**config.mk**
```make
export PLATFORM = sky130hd
export DESIGN_NAME = up_sampler
export DESIGN_NICKNAME = d
export VERILOG_FILES = /design/src/rtl/up_sampler_pkg.sv /design/src/rtl/line_buffer_ram.sv /design/src/rtl/up_sampler.sv
export SDC_FILE = /design/constraint.sdc
export NUM_CORES = 1
export LEC_CHECK = 0
export ABC_CLOCK_PERIOD_IN_PS = 6000
export BUFFER_PORTS_ARGS = -buffer_cell sky130_fd_sc_hd__buf_2
export CAP_MARGIN = 20
export CORE_MARGIN = 5
export CORE_UTILIZATION = 40
export DETAILED_ROUTE_END_ITERATION = 10
export GPL_ROUTABILITY_DRIVEN = 0
export PLACE_DENSITY = 0.54
export SYNTH_ARGS = -nofsm -noshare
export SYNTH_HDL_FRONTEND = slang
export SYNTH_HIERARCHICAL = 1
export SYNTH_SLANG_ARGS = --single-unit
```
**constraint.sdc**
```tcl
create_clock -name clk -period 6 [get_ports clk]
set_clock_uncertainty 0.05 [all_clocks]
set_input_delay 0.9 -clock clk [delete_from_list [all_inputs] [get_ports clk]]
set_output_delay 0.9 -clock clk [all_outputs]
set_load 0.01 [all_outputs]
```
**src/rtl/up_sampler_pkg.sv**
```systemverilog
`default_nettype none
// ============================================================================
// up_sampler_pkg : shared state encoding and constants for the up-sampler.
// Rev 1.0
// ============================================================================
package up_sampler_pkg;

  localparam int DATA_W_DEFAULT = 8;

  typedef enum logic [0:0] {
    FILL   = 1'b0,
    REPLAY = 1'b1
  } state_e;

  localparam logic COPY0 = 1'b0;
  localparam logic COPY1 = 1'b1;

endpackage
`default_nettype wire

```
**src/rtl/line_buffer_ram.sv**
```systemverilog
`default_nettype none
// ============================================================================
// line_buffer_ram : simple dual-port line store, sync write, 1-cycle sync read.
// Rev 1.0
// ============================================================================
module line_buffer_ram #(
  parameter int DATA_W = 8,
  parameter int DEPTH  = 64,
  parameter int ADDR_W = (DEPTH > 1) ? $clog2(DEPTH) : 1
) (
  input  logic              clk,
  input  logic              wr_en,
  input  logic [ADDR_W-1:0] wr_addr,
  input  logic [DATA_W-1:0] wr_data,
  input  logic              rd_en,
  input  logic [ADDR_W-1:0] rd_addr,
  output logic [DATA_W-1:0] rd_data
);

  logic [DATA_W-1:0] mem [DEPTH];
  logic [DATA_W-1:0] rd_data_q;

  always_ff @(posedge clk) begin
    if (wr_en) begin
      mem[wr_addr] <= wr_data;
    end
    if (rd_en) begin
      rd_data_q <= mem[rd_addr];
    end
  end

  assign rd_data = rd_data_q;

endmodule
`default_nettype wire

```
**src/rtl/up_sampler.sv**
```systemverilog
`default_nettype none
// ============================================================================
// up_sampler : 2x nearest-neighbour up-sampler (pixels and lines doubled).
// Optional horizontal interpolation of copy 0 under UP_SAMPLER_HINTERP_EN.
// Rev 1.0
// ============================================================================
module up_sampler
  import up_sampler_pkg::*;
#(
  parameter int DATA_W    = DATA_W_DEFAULT,
  parameter int IN_WIDTH  = 64,
  parameter int IN_HEIGHT = 64
) (
  input  logic              clk,
  input  logic              rst,
  input  logic              empty,
  output logic              rd_en,
  input  logic              din_valid,
  input  logic [DATA_W-1:0] din,
  output logic              dout_valid,
  output logic [DATA_W-1:0] dout,
  input  logic              dout_ready,
  output logic              eol,
  output logic              eof
);

  localparam int COL_W = (IN_WIDTH > 1) ? $clog2(IN_WIDTH) : 1;
  localparam int ROW_W = (IN_HEIGHT > 1) ? $clog2(IN_HEIGHT) : 1;
  localparam logic [COL_W-1:0] LAST_COL = COL_W'(IN_WIDTH - 1);
  localparam logic [ROW_W-1:0] LAST_ROW = ROW_W'(IN_HEIGHT - 1);

  state_e            state_q, state_d;
  logic [COL_W-1:0]  col_q, col_d;
  logic [ROW_W-1:0]  row_q, row_d;
  logic              pend_q, pend_d;
  logic              rpend_q, rpend_d;
  logic              copy_q, copy_d;
  logic [DATA_W-1:0] dout_q, dout_d;
  logic              dout_valid_q, dout_valid_d;
  logic              eol_q, eol_d;
  logic              eof_q, eof_d;

  logic              accept;
  logic              last_col;
  logic              last_row;
  logic              pair_done;
  logic              slot_free;
  logic              fifo_rd;
  logic              lb_rd;
  logic              fifo_hit;
  logic              new_valid;
  logic [DATA_W-1:0] new_pix;
  logic [DATA_W-1:0] copy0_pix;
  logic [DATA_W-1:0] lb_rd_data;

  assign accept    = dout_valid_q && dout_ready;
  assign last_col  = (col_q == LAST_COL);
  assign last_row  = (row_q == LAST_ROW);
  assign pair_done = accept && (copy_q == COPY1);
  // A new pixel may be fetched only once the held pair has gone out, and never past line end.
  assign slot_free = !dout_valid_q || (pair_done && !last_col);
  assign fifo_rd   = rst && (state_q == FILL) && !empty && !pend_q && slot_free;
  assign lb_rd     = rst && (state_q == REPLAY) && !rpend_q && slot_free;
  assign fifo_hit  = (state_q == FILL) && pend_q && din_valid;
  assign new_valid = fifo_hit || rpend_q;
  assign new_pix   = fifo_hit ? din : lb_rd_data;

`ifdef UP_SAMPLER_HINTERP_EN
  logic [DATA_W-1:0] pix_q, pix_d;
  logic [DATA_W:0]   pair_sum;

  assign pair_sum  = {1'b0, pix_q} + {1'b0, new_pix} + {{DATA_W{1'b0}}, 1'b1};
  assign copy0_pix = (col_q == '0) ? new_pix : pair_sum[DATA_W:1];
  assign pix_d     = new_valid ? new_pix : pix_q;

  always_ff @(posedge clk) begin
    pix_q <= pix_d;
  end
`else
  assign copy0_pix = new_pix;
`endif

  always_comb begin
    state_d      = state_q;
    col_d        = col_q;
    row_d        = row_q;
    copy_d       = copy_q;
    dout_d       = dout_q;
    dout_valid_d = dout_valid_q;
    eol_d        = eol_q;
    eof_d        = eof_q;
    pend_d       = pend_q;
    rpend_d      = lb_rd;

    if (fifo_rd) begin
      pend_d = 1'b1;
    end else if (fifo_hit) begin
      pend_d = 1'b0;
    end

    if (new_valid) begin
      dout_d       = copy0_pix;
      dout_valid_d = 1'b1;
      copy_d       = COPY0;
      eol_d        = 1'b0;
      eof_d        = 1'b0;
    end else if (accept) begin
      if (copy_q == COPY0) begin
        copy_d = COPY1;
`ifdef UP_SAMPLER_HINTERP_EN
        dout_d = pix_q;
`endif
        eol_d  = last_col;
        eof_d  = last_col && last_row && (state_q == REPLAY);
      end else begin
        dout_valid_d = 1'b0;
        eol_d        = 1'b0;
        eof_d        = 1'b0;
        if (last_col) begin
          col_d = '0;
          if (state_q == FILL) begin
            state_d = REPLAY;
          end else begin
            state_d = FILL;
            row_d   = last_row ? '0 : row_q + ROW_W'(1);
          end
        end else begin
          col_d = col_q + COL_W'(1);
        end
      end
    end
  end

  always_ff @(posedge clk) begin
    if (!rst) begin
      state_q      <= FILL;
      col_q        <= '0;
      row_q        <= '0;
      pend_q       <= 1'b0;
      rpend_q      <= 1'b0;
      copy_q       <= COPY0;
      dout_q       <= '0;
      dout_valid_q <= 1'b0;
      eol_q        <= 1'b0;
      eof_q        <= 1'b0;
    end else begin
      state_q      <= state_d;
      col_q        <= col_d;
      row_q        <= row_d;
      pend_q       <= pend_d;
      rpend_q      <= rpend_d;
      copy_q       <= copy_d;
      dout_q       <= dout_d;
      dout_valid_q <= dout_valid_d;
      eol_q        <= eol_d;
      eof_q        <= eof_d;
    end
  end

  // The read address is the column that will be current after this edge.
  line_buffer_ram #(
    .DATA_W (DATA_W),
    .DEPTH  (IN_WIDTH),
    .ADDR_W (COL_W)
  ) u_line_buffer_ram (
    .clk     (clk),
    .wr_en   (fifo_hit),
    .wr_addr (col_q),
    .wr_data (din),
    .rd_en   (lb_rd),
    .rd_addr (col_d),
    .rd_data (lb_rd_data)
  );

  assign rd_en      = fifo_rd;
  assign dout       = dout_q;
  assign dout_valid = dout_valid_q;
  assign eol        = eol_q;
  assign eof        = eof_q;

endmodule
`default_nettype wire

```
* Word level (Yosys, flattened, before mapping) *
Memory sizes are Yosys's and may differ from the RTL's. A register that Yosys moved wholly into a read port is not among the register bits.
Index checks and enable logic that the tools add are counted.

storage, ports and cells
  flip-flop bits (word level) = 27
  bits of input ports = 13
  latch bits = 0
  memory bits (writable) = 512
  memories = 1
  bits in read-only memories = 0

operators by class
  order comparisons = 0
  divide/modulo/power cells = 0
  mux-type cells = 16
  equality and inequality tests = 2
  bitwise gates (word level) = 3
  multipliers = 0
  shifts and indexed selects = 0
  reduce and logical (&&, ||, !) cells = 28
  add/sub/neg operators = 2

memory list
  memory                 words  width  rd ports  clocked after memory_dff  wr ports  line                   source
  u_line_buffer_ram.mem  64     8      1         1                         1         line_buffer_ram.sv:20  logic [DATA_W-1:0] mem [DEPTH];

operators by type and width
  kind                                                            number
  6-bit two-way mux                                               5
  1-bit logical AND                                               14
  6-bit by 1-bit adder with 6-bit output (second input constant)  2
  6-bit == test (second input constant)                           2
  1-bit two-way mux                                               10
  8-bit two-way mux                                               1
  2-bit nonzero test                                              3
  1-bit zero test                                                 5
  5-bit AND reduction                                             1
  4-bit AND reduction                                             1
  1-bit NOT                                                       3
  1-bit logical OR                                                2
  2-bit AND reduction                                             1
  2-bit OR reduction                                              1

* Longest topological paths before layout *
  depth after elaboration = 6
  gate-level depth with buffers = 16
  mapped depth without buffers = 10

* Modules after synthesis *
The synthesis kept the hierarchy.

by module, submodules not included
  module           area each (sq um)  instances  seq. area each (sq um)  cells an instance
  line_buffer_ram  20246.9            1          15615.0                 940
  up_sampler       1372.6             1          540.5                   158

* Worst setup path after synthesis *
OpenSTA, ideal clock, no wires.

  path kind = in2reg
  start = input port din_valid
  end = register u_line_buffer_ram.rd_data_q[0] (netlist: u_line_buffer_ram/rd_data[0]) (read register of u_line_buffer_ram.mem), data pin
  buffers on the path = 3
  arrival time = 3.179 ns
  path slack = 2.509 ns
  stages on the path = 11
  path through = nand3b_4 > inv_2 > nor3_2 > nand4_1 > xnor2_1 > clkbuf_1 > clkbuf_1 > clkbuf_1 > o2111ai_1 > nand2_1 > o2bb2ai_1

on the way
  longest elaborated chain between the ends = 3

RTL lines
  what                line                   source
  start: declaration  up_sampler.sv:18       input logic din_valid,
  1-bit logical AND   up_sampler.sv:64       assign fifo_hit = (state_q == FILL) && pend_q && din_valid;
  named net fifo_hit  up_sampler.sv:50       logic fifo_hit;
  1-bit logical OR    up_sampler.sv:65       assign new_valid = fifo_hit || rpend_q;
  6-bit two-way mux   up_sampler.sv:101      if (new_valid) begin
  named net col_d[4]  up_sampler.sv:33       logic [COL_W-1:0] col_q, col_d;
  end: declaration    line_buffer_ram.sv:21  logic [DATA_W-1:0] rd_data_q;

The timed path passes the listed nets, and every way through them passes these cells.
A chain may end at the register's enable or synchronous reset.

* Worst setup path after layout *
  start = register state_q
  end = register u_line_buffer_ram.rd_data_q[4] (netlist: u_line_buffer_ram/rd_data[4]) (read register of u_line_buffer_ram.mem), data pin

on the way
  longest elaborated chain between the ends = 5

RTL lines
  what                             line               source
  start: declaration               up_sampler.sv:32   state_e state_q, state_d;
  start signal: assignment         up_sampler.sv:147  state_q <= state_d;
  1-bit NOT                        -
  1-bit logical AND (2 in series)  up_sampler.sv:64
  named net fifo_hit               up_sampler.sv:50
  1-bit logical OR                 up_sampler.sv:65
  6-bit two-way mux                up_sampler.sv:101
  named net col_d[0]               up_sampler.sv:33

The timed path passes the listed nets, and every way through them passes these cells.

==> impl_results.html <==
<table>
<tr><th>Metric</th><th>Value</th></tr>
<tr><th colspan="2">Status</th></tr>
<tr><td>Result of the run</td><td>finished, final reports clean</td></tr>
<tr><th colspan="2">Detailed routing</th></tr>
<tr><td>Via count</td><td>10670</td></tr>
<tr><td>Routed wire length</td><td>between 50 and 60 mm</td></tr>
<tr><td>Number of vias per cell after detailed routing</td><td>5.665</td></tr>
<tr><td>Antenna Violating Nets Remaining</td><td>0</td></tr>
<tr><td>Residual DRC count</td><td>0</td></tr>
<tr><td>Number of detailed-route iterations in the first pass</td><td>5</td></tr>
<tr><td>Starting DRT DRC Count</td><td>1033</td></tr>
<tr><td>Average wire per cell in the routed design</td><td>between 20 and 30 µm</td></tr>
<tr><th colspan="2">Worst setup path</th></tr>
<tr><td>Endpoint of the worst-slack reg-to-reg timing path</td><td>u_line_buffer_ram/rd_data[4]$_DFFE_PP_</td></tr>
<tr><td>Largest stage delay on the critical path</td><td>~530 ps</td></tr>
<tr><td>Worst reg-to-reg path cell count</td><td>11</td></tr>
<tr><td>Setup crit start kind</td><td>flop</td></tr>
<tr><td>CP Max Fanout</td><td>30</td></tr>
<tr><td>Critical setup path kind</td><td>flop to flop</td></tr>
<tr><td>Slack of the worst reg-to-reg path</td><td>1430 ps</td></tr>
<tr><td>Worst path required time</td><td>6280 ps</td></tr>
<tr><td>Cell type of the slowest stage on the worst timing path</td><td>sky130_fd_sc_hd__mux4_2</td></tr>
<tr><td>Worst EP arrival</td><td>4850 ps</td></tr>
<tr><td>Sort of element at the end of the critical path</td><td>flop</td></tr>
<tr><td>CP bufs+invs</td><td>2</td></tr>
<tr><td>CP cell instances</td><td>nand3b_4 &gt; inv_2 &gt; nor3_2 &gt; nand3b_1 &gt; nand2_4 &gt; buf_12 &gt; mux4_2 &gt; mux2_2 &gt; o221a_2 &gt; nor3_1 &gt; o32ai_1</td></tr>
<tr><td>Startpoint of the most critical register-to-register path</td><td>state_q$_SDFFE_PN0P_</td></tr>
<tr><td>Kind of cell adding the most delay to the critical path</td><td>simple AND/OR/NAND/NOR gates</td></tr>
<tr><th colspan="2">Timing</th></tr>
<tr><td>Rel. slew slack</td><td>0.2687</td></tr>
<tr><td>Transition at the pin with the smallest max-transition slack</td><td>between 1000 and 1500 ps</td></tr>
<tr><td>Final Hold Violating Endpoints</td><td>0</td></tr>
<tr><td>Unrepaired setup endpoints after global routing</td><td>false</td></tr>
<tr><td>Max Transition Viols Final</td><td>0</td></tr>
<tr><td>Total Negative Setup Slacks</td><td>0 ps</td></tr>
<tr><td>Worst Hold Margin</td><td>413.9 ps</td></tr>
<tr><td>Fin crit share</td><td>0.7616</td></tr>
<tr><td>Final critical path time including I/O delays and setup</td><td>4569 ps</td></tr>
<tr><td>Final setup violation count</td><td>0</td></tr>
<tr><td>F_max</td><td>218.8 MHz</td></tr>
<tr><th colspan="2">Clock network</th></tr>
<tr><td>Clock latency on the worst-skew pair</td><td>600 ps</td></tr>
<tr><td>Root cell of the clock tree</td><td>sky130_fd_sc_hd__clkbuf_16</td></tr>
<tr><td>Level count of the clock H-tree</td><td>2</td></tr>
<tr><td>Resized Gates After CTS</td><td>0</td></tr>
<tr><td>CTS Buffer Depth</td><td>3</td></tr>
<tr><td>Clock tree from TritonCTS</td><td>built</td></tr>
<tr><td>TritonCTS buffer count</td><td>55</td></tr>
<tr><td>Number of sinks driven by the clock tree</td><td>547</td></tr>
<tr><td>Setup Buffers After CTS</td><td>0</td></tr>
<tr><td>Worst-path clk slew</td><td>roughly 60 ps</td></tr>
<tr><td>CTS hold repair buffers</td><td>0</td></tr>
<tr><th colspan="2">Power</th></tr>
<tr><td>Peak supply drop</td><td>240.0 µV</td></tr>
<tr><td>Power density over the cells</td><td>311.9 nW/µm²</td></tr>
<tr><td>Leakage power figure</td><td>roughly 0.0073 µW</td></tr>
<tr><th colspan="2">Logic synthesis</th></tr>
<tr><td>FF+latch count, synth</td><td>around 550</td></tr>
<tr><td>Number of enable-type register cells in the synthesized netlist</td><td>520</td></tr>
<tr><td>Share of synthesized area occupied by flip-flops and latches</td><td>0.7473</td></tr>
<tr><td>Top post-synthesis cells by area</td><td>sky130_fd_sc_hd__edfxtp_1 (72%), sky130_fd_sc_hd__mux4_2 (13%), sky130_fd_sc_hd__dfxtp_1 (2.5%)</td></tr>
<tr><td>Primary flip-flop cell chosen by synthesis mapping</td><td>sky130_fd_sc_hd__edfxtp_1</td></tr>
<tr><td>Post-synthesis instance total</td><td>1098</td></tr>
<tr><td>FFs w/ async S/R, synth</td><td>0</td></tr>
<tr><td>Cell type contributing the most total cell area after synthesis</td><td>sky130_fd_sc_hd__edfxtp_1</td></tr>
<tr><td>Proportion of netlist area held by the largest area contributor</td><td>0.7223</td></tr>
<tr><td>Netlist area before placement</td><td>21620 µm²</td></tr>
<tr><td>Number of library cell types mapped by synthesis</td><td>58</td></tr>
<tr><td>Mean instance size in the synthesized netlist</td><td>19.69 µm²</td></tr>
<tr><td>Number of warning messages in the yosys log</td><td>6</td></tr>
<tr><td>Mapped Nets</td><td>1113</td></tr>
<tr><th colspan="2">Global routing</th></tr>
<tr><td>Remaining global-route overflow</td><td>0</td></tr>
<tr><td>Maximum number of pins on one net before global-route repair</td><td>80</td></tr>
<tr><td>Number of antenna violations at the first check in global routing</td><td>0</td></tr>
<tr><td>Overall fraction of global-route tracks in use</td><td>0.1700</td></tr>
<tr><td>Via count of the first global-routing pass</td><td>10800</td></tr>
<tr><td>Wire length of the first global-routing pass</td><td>74.36 mm</td></tr>
<tr><th colspan="2">Layout</th></tr>
<tr><td>Relative area change from synthesis to final layout</td><td>12.25%</td></tr>
<tr><td>Fraction of layout cells with a size suffix above 1</td><td>0.2348</td></tr>
<tr><td>Number of antenna diodes</td><td>0</td></tr>
<tr><td>Number of fillers in the final layout</td><td>4534</td></tr>
<tr><td>Net count reported at finish</td><td>1161</td></tr>
<tr><th colspan="2">Floorplanning</th></tr>
<tr><td>Initial Util</td><td>0.4025</td></tr>
<tr><td>Cell Rows</td><td>85</td></tr>
<tr><td>Area of the die</td><td>58800 µm²</td></tr>
<tr><td>Boundary pin count</td><td>25</td></tr>
<tr><td>Core region area</td><td>53710 µm²</td></tr>
<tr><td>Floorplan die height</td><td>about 240 µm</td></tr>
<tr><td>Horizontal die dimension</td><td>242.5 µm</td></tr>
<tr><th colspan="2">Placed design</th></tr>
<tr><td>IO buf count</td><td>24</td></tr>
<tr><td>Half-perimeter wire length after detailed placement</td><td>between 30 and 40 mm</td></tr>
<tr><th colspan="2">Hold path</th></tr>
<tr><td>Startpoint of the lowest-slack hold path</td><td>eof$_SDFFE_PP0N_</td></tr>
<tr><td>Destination of the worst hold path</td><td>eof$_SDFFE_PP0N_</td></tr>
<tr><td>Min-delay worst type</td><td>flop to flop</td></tr>
<tr><td>Worst hold stages</td><td>2</td></tr>
<tr><th colspan="2">Job</th></tr>
<tr><td>Max-capacitance violation count</td><td>0</td></tr>
</table>
==> worst register-to-register path: stages (launching register included) <==
cell and delay [ps]:
sky130_fd_sc_hd__dfxtp_1 500, sky130_fd_sc_hd__nand3b_4 310, sky130_fd_sc_hd__inv_2 140, sky130_fd_sc_hd__nor3_2 430, sky130_fd_sc_hd__nand3b_1 210, sky130_fd_sc_hd__nand2_4 490, sky130_fd_sc_hd__buf_12 340, sky130_fd_sc_hd__mux4_2 570
sky130_fd_sc_hd__mux2_2 290, sky130_fd_sc_hd__o221a_2 290, sky130_fd_sc_hd__nor3_1 520, sky130_fd_sc_hd__o32ai_1 180
==> per-stage QoR <==
stage / power (µW) / instances / instance area [µm²] / utilization / setup WS, ps
6_report: 7570 / 1884 / 24270 / 0.4519 / 1431
3_5_place_dp: 4388 / 1784 / 22560 / 0.4200 / 1078
2_1_floorplan: 4305 / 1098 / 21620 / - / 2509
4_1_cts: 7669 / 1883 / 24260 / 0.4517 / 1489
3_3_place_gp: 4384 / 1783 / 22550 / 0.4198 / 1188
5_1_grt: 7833 / 1884 / 24270 / 0.4519 / 1150
==> where the power goes <==
group / switching (µW) / internal [µW] / leakage (µW)
logic: 86.8 / 28.3 / 0.00160
registers: 4.88 / 4180 / 0.00489
clock network: 1400 / 1870 / 0.000838
total: 1490 / 6080 / 0.00732
==> cells in the final DEF (no fill, tap or decap), drive strengths merged, types with 3 or more instances in the layout <==
cell,count
nand3,21
clkbuf,74
nor2b,15
nand2,48
mux4,126
a21boi,8
or3,6
a22oi,3
o211a,8
buf,51
a221oi,6
o41ai,3
o221ai,8
o2bb2ai,3
nor4,3
o22ai,9
mux2i,35
nand4b,3
clkinv,21
inv,4
nand3b,5
nor3,8
bufinv,3
a211oi,4
dfxtp,27
nand4,4
nor2,86
mux2,13
o21ai,13
nand2b,10
edfxtp,520
a21oi,10
o2111ai,3
==> cells by family (layout without fill, tap and decap cells) <==
kind of cell,Yosys count,in the layout,synth area share
adders and majority gates,2,2,0.001157
buffers and inverters,63,153,0.01701
AOI/OAI and AO/OA,89,89,0.03056
muxes,174,174,0.1542
and+or+nand+nor,221,221,0.04896
DFF,547,547,0.7473
xor gates and xnor gates,2,2,0.0008104
==> cell usage after synthesis, drive strengths merged (3+ instances only) <==
library cell  count
buf              38
o221ai            8
nand3            21
dfxtp            27
nor2b            15
nand4             4
nand2b           10
mux2i            35
nor3              8
o2111ai           3
o41ai             3
nand2            48
a21oi            10
a221oi            6
a21boi            8
mux4            126
mux2             13
nand3b            5
inv               3
nor4              3
o21ai            13
or3               6
a211oi            4
o211a             8
a22oi             3
nor2             86
edfxtp          520
o2bb2ai           3
nand4b            3
o22ai             9
clkbuf           22
==> layout make-up <==
cell class / count / area, µm² / share of cell area
inverter: 3 / 11.26 / 0.0004640
sequential: 547 / 16160 / 0.6657
clock inverter: 25 / 202.7 / 0.008352
multi-input combinational: 488 / 5152 / 0.2123
tap: 696 / 870.8 / 0.03588
clock buffer: 74 / 1499 / 0.06177
timing repair buffer: 51 / 376.6 / 0.01552
==> sequential cells by signal, summed over array words and instances, names as in the netlist <==
register	cells
u_line_buffer_ram/rd_data	8
pend_q	1
state_q	1
u_line_buffer_ram/mem	512
eol	1
dout	8
eof	1
copy_q	1
rpend_q	1
row_q	6
col_q	6
dout_valid	1
==> worst max path at each step <==
stage,start,to,cells past startpoint
2_1_floorplan,din_valid,u_line_buffer_ram/rd_data[0]$_DFFE_PP_,11
3_3_place_gp,din_valid,u_line_buffer_ram/rd_data[4]$_DFFE_PP_,12
3_5_place_dp,din_valid,u_line_buffer_ram/rd_data[4]$_DFFE_PP_,12
4_1_cts,state_q$_SDFFE_PN0P_,u_line_buffer_ram/rd_data[4]$_DFFE_PP_,11
5_1_grt,state_q$_SDFFE_PN0P_,u_line_buffer_ram/rd_data[4]$_DFFE_PP_,11
6_report,state_q$_SDFFE_PN0P_,u_line_buffer_ram/rd_data[4]$_DFFE_PP_,11
==> metal layers <==
metal  part of all wire  vias up  global-route usage  wire [µm]
met4              0.028        0             0.04867       1402
met3              0.059       78             0.04248       2989
met1               0.44     5705              0.2409      22310
li1                   -     4604                   -          -
met5                  0        -                   0          0
met2               0.47      286              0.2644      23660
Note: power is estimated with default switching activity, not from simulation.
